**src/rtl/mul_seq_ctrl.sv**
```systemverilog
// rtl/mul_seq_ctrl.sv - EX-stage multi-cycle shift-add multiply sequencer with pipeline stall
module mul_seq_ctrl #(
    parameter int          WIDTH    = 32,
    parameter logic [3:0]  MUL_CODE = 4'b1111
) (
    input  logic             clk_i,
    input  logic             rst_i,
    input  logic [3:0]       ALUCtrl_i,
    input  logic             valid_i,
    input  logic             flush_i,
    input  logic [WIDTH-1:0] data1_i,
    input  logic [WIDTH-1:0] data2_i,
    output logic             stall_o,
    output logic             done_o,
    output logic [WIDTH-1:0] result_o,
    output logic             busy_o
);

    localparam int CNT_W = (WIDTH > 1) ? $clog2(WIDTH) : 1;

    typedef enum logic [1:0] {IDLE, BUSY, DONE} state_t;

    state_t             state;
    logic [WIDTH-1:0]   acc;
    logic [WIDTH-1:0]   mcand;
    logic [WIDTH-1:0]   mplier;
    logic [CNT_W-1:0]   cnt;
    logic [WIDTH-1:0]   acc_next;
    logic               start;
    logic               last_iter;

    assign start     = valid_i & ~flush_i & (ALUCtrl_i == MUL_CODE) & (state == IDLE);
    assign acc_next  = mplier[0] ? acc + mcand : acc;
    // Stop as soon as no multiplier bits remain, so small operands finish early.
    assign last_iter = ((mplier >> 1) == '0) || (cnt == CNT_W'(WIDTH - 1));

    // Stall is combinational so the front end freezes in the same cycle the mul is seen.
    always_comb begin
        stall_o = 1'b0;
        if (!rst_i) begin
            case (state)
                IDLE:    stall_o = start;
                BUSY:    stall_o = ~flush_i;
                default: stall_o = 1'b0;
            endcase
        end
    end

    assign busy_o = ~rst_i & (state != IDLE);

    always_ff @(posedge clk_i) begin
        if (rst_i) begin
            state    <= IDLE;
            acc      <= '0;
            mcand    <= '0;
            mplier   <= '0;
            cnt      <= '0;
            result_o <= '0;
            done_o   <= 1'b0;
        end else begin
            done_o <= 1'b0;
            case (state)
                IDLE: begin
                    if (start) begin
                        mcand  <= data1_i;
                        mplier <= data2_i;
                        acc    <= '0;
                        cnt    <= '0;
                        state  <= BUSY;
                    end
                end
                BUSY: begin
                    if (flush_i) begin
                        state <= IDLE;
                    end else begin
                        acc    <= acc_next;
                        mcand  <= mcand << 1;
                        mplier <= mplier >> 1;
                        cnt    <= cnt + 1'b1;
                        if (last_iter) begin
                            result_o <= acc_next;
                            done_o   <= 1'b1;
                            state    <= DONE;
                        end
                    end
                end
                DONE:    state <= IDLE;
                default: state <= IDLE;
            endcase
        end
    end

endmodule

```
**config.mk**
```make
export PLATFORM = sky130hd
export DESIGN_NAME = mul_seq_ctrl
export DESIGN_NICKNAME = d
export VERILOG_FILES = /design/src/rtl/mul_seq_ctrl.sv
export SDC_FILE = /design/constraint.sdc
export NUM_CORES = 1
export LEC_CHECK = 0
export CORE_UTILIZATION = 50
export CTS_CLUSTER_DIAMETER = 80
export DETAILED_ROUTE_END_ITERATION = 10
export HOLD_SLACK_MARGIN = 0.1
export PLACE_DENSITY = 0.74
export SYNTH_ARGS = -nofsm -noshare
export SYNTH_HDL_FRONTEND = slang
export SYNTH_SLANG_ARGS = --single-unit
```
**constraint.sdc**
```tcl
create_clock -name clk_i -period 7.4 [get_ports clk_i]
set_input_delay 2.22 -clock clk_i [delete_from_list [all_inputs] [get_ports clk_i]]
set_output_delay 2.22 -clock clk_i [all_outputs]
set_load 0.02 [all_outputs]
```
==> metrics.txt <==
Avg WL per Cell=15.9 um; run status=completed; # rows=44; die width=124 um; number of CTS-inserted buffers=17; slew of the pin with the lowest slew margin=1.10 ns; H-tree depth=4; kind of critical path=in -> out; Post-CTS Resized=0; largest net degree at the start of global routing=89; Diodes inserted=0; peak supply drop=0.000166 V; vias in the first global route=5,865; Placed Cells=1,089; drt drc=0; Initial DRT Pass Iterations=5; Filler cells=1,291; Synth area leader=dfxtp_1; DRT Wirelength=17,800 um; Final Max Tran Viols=0; final setup fails=0; final worst setup slack=0.922 ns; Max Used Layer=met4; total number of vias=6,398; Pleak=3.83 nW; Yosys top cell area share=36.7%; Synth area leaders=dfxtp_1, mux2i_1, a211oi_1, nor2_1, ha_1; post-DP HPWL=12,000 um; Synth Net Count=958; Die ar.=0.0153 mm2; port bufs=106; slew margin rel.=27.0%; Final Cycle Share=87.5%; Clock Pin Slew Worst Setup and Hold Paths=0.06 ns; Area Growth Syn to Fin=23.4%; synth unique cells=63; Initial Util=51.1%; Worst Hold Class=reg -> reg; initial antenna violation count=0; Synth Warn #=0; clock root buffer=clkbuf_16; Final Instance Area=0.00916 mm2; Met1 Wirelength=8520 um; critical path endpoint category=primary output; post-CTS setup buffer count=0; Placement Setup Slack=0.903 ns; Final Total Pwr=1.72 mW; Post-CTS Hold Fix Bufs=0; Setup crit start kind=input pin; sequential-to-total area share from yosys stat=36.7%; setup TNS=0 ns; clk buf depth=2; unrepaired setup endpoints after global routing=false; Core Area=0.0145 mm2; Layout Utilization=63.0%; Routed Antenna Nets=0; cell area after synthesis=0.00742 mm2; Skew-Pair Late Insertion Delay=0.42 ns; global-route usage over all layers=24.2%; first-pass GRT wire length=28,600 um; Syn Inst Count=852; final cell count without fillers=1,121; DR WL met3=988 um; Max Cap Violations=0; final hold vios=0; metal2 WL=8160 um; clock skew=0.00726 ns; Max Fclk=0.154 GHz; DR iter-0 viols=421; Top FF cell, synth=dfxtp_1; Final Hold Slack=0.468 ns; Period minus WS final=6.48 ns; GPL Wtd Cong=0.861; pwr dens=187 mW/mm2; Req. time, crit path=5.18 ns; layout cell share with drive strength beyond 1=6.83%; dpl cell area=0.00855 mm2; crit path DAT=4.26 ns; EDFF count, synth=0; CTS tree=yes; Synth Area per Inst=8.71 um2; grt total ovfl=0; nets@finish=1,030; fraction of registers with async set/reset=0%; Chip Height=124 um; Sink Count=136; crit-path max FO=7; Vias/cell=5.71; Yosys reg bits=136; IO Count=107
-- where the power goes --
group | internal [mW] | switching [mW]
Combinational | 0.0537 | 0.0450
Sequential | 0.739 | 0.00504
Clock | 0.565 | 0.309
-- synth_stat cells, types with 13 or more instances --
library cell    n
xor2_1         14
ha_1           33
a22oi_1        17
a211oi_1       87
nand3_1        16
a21o_1         18
nand4_1        13
inv_1          14
nand2_1        37
mux2i_1        85
a21oi_1        42
dfxtp_1       136
clkbuf_1       43
nor2_1        144
o21ai_1        13
-- state kept, by name (all words and copies together), names as in the netlist --
name / cells
done_o: 1
result_o: 32
mcand: 32
acc: 32
cnt: 5
mplier: 32
state: 2
-- kinds of logic (layout without fill, tap and decap cells) --
kind of cell | count (synthesis) | after routing | share of synthesized area, %
fa+ha+maj | 34 | 34 | 5.83
compound gates | 235 | 235 | 22.9
xor+xnor | 27 | 27 | 3.29
simple gates | 256 | 256 | 15.4
buf+inv | 76 | 161 | 4.04
flops | 136 | 136 | 36.7
mux | 88 | 88 | 11.9
-- cell type report --
| cell class | instances | area (um2) | share of cell area, % |
|---|---|---|---|
| Clock inverter | 7 | 115 | 1.26 |
| Tap cell | 184 | 230 | 2.51 |
| Inverter | 14 | 52.6 | 0.574 |
| Clock buffer | 25 | 495 | 5.41 |
| Multi-Input combinational cell | 640 | 4420 | 48.2 |
| Timing Repair Buffer | 115 | 1130 | 12.3 |
| Sequential cell | 136 | 2720 | 29.7 |
-- final timing paths --
kind | startpoint | to | slack (ns) | cells past startpoint
worst max-delay path | ALUCtrl_i[3] | stall_o | 0.92 | 6
worst min-delay path | result_o[23] | result_o[23] | 0.47 | 2
worst max register to register | state[1] | mplier[16] | 4.27 | 7
worst min register to register | result_o[23] | result_o[23] | 0.47 | 2
-- cell usage in the layout, fill, tap and decap left out, types with 18 or more instances in the layout --
cell             instances
dfxtp_1                135
ha_1                    33
nand2_1                 36
a21oi_1                 42
nor2_1                 144
mux2i_1                 85
clkdlybuf4s50_1        105
a211oi_1                87
a21o_1                  18
-- routing by layer --
metal  track usage, %  up-vias
li1                 -     3290
met2             39.3      159
met1             32.1     2933
met5                0        -
met4             6.78        0
met3             5.36       16
-- worst max-delay path, cell delays in order --
cell	delay, ns
clkdlybuf4s50_1	0.47
and4_1	0.29
and4b_1	0.37
nor2_1	0.09
nor2_1	0.17
clkdlybuf4s50_1	0.64
No activity file was read; power rests on OpenSTA's default activity.
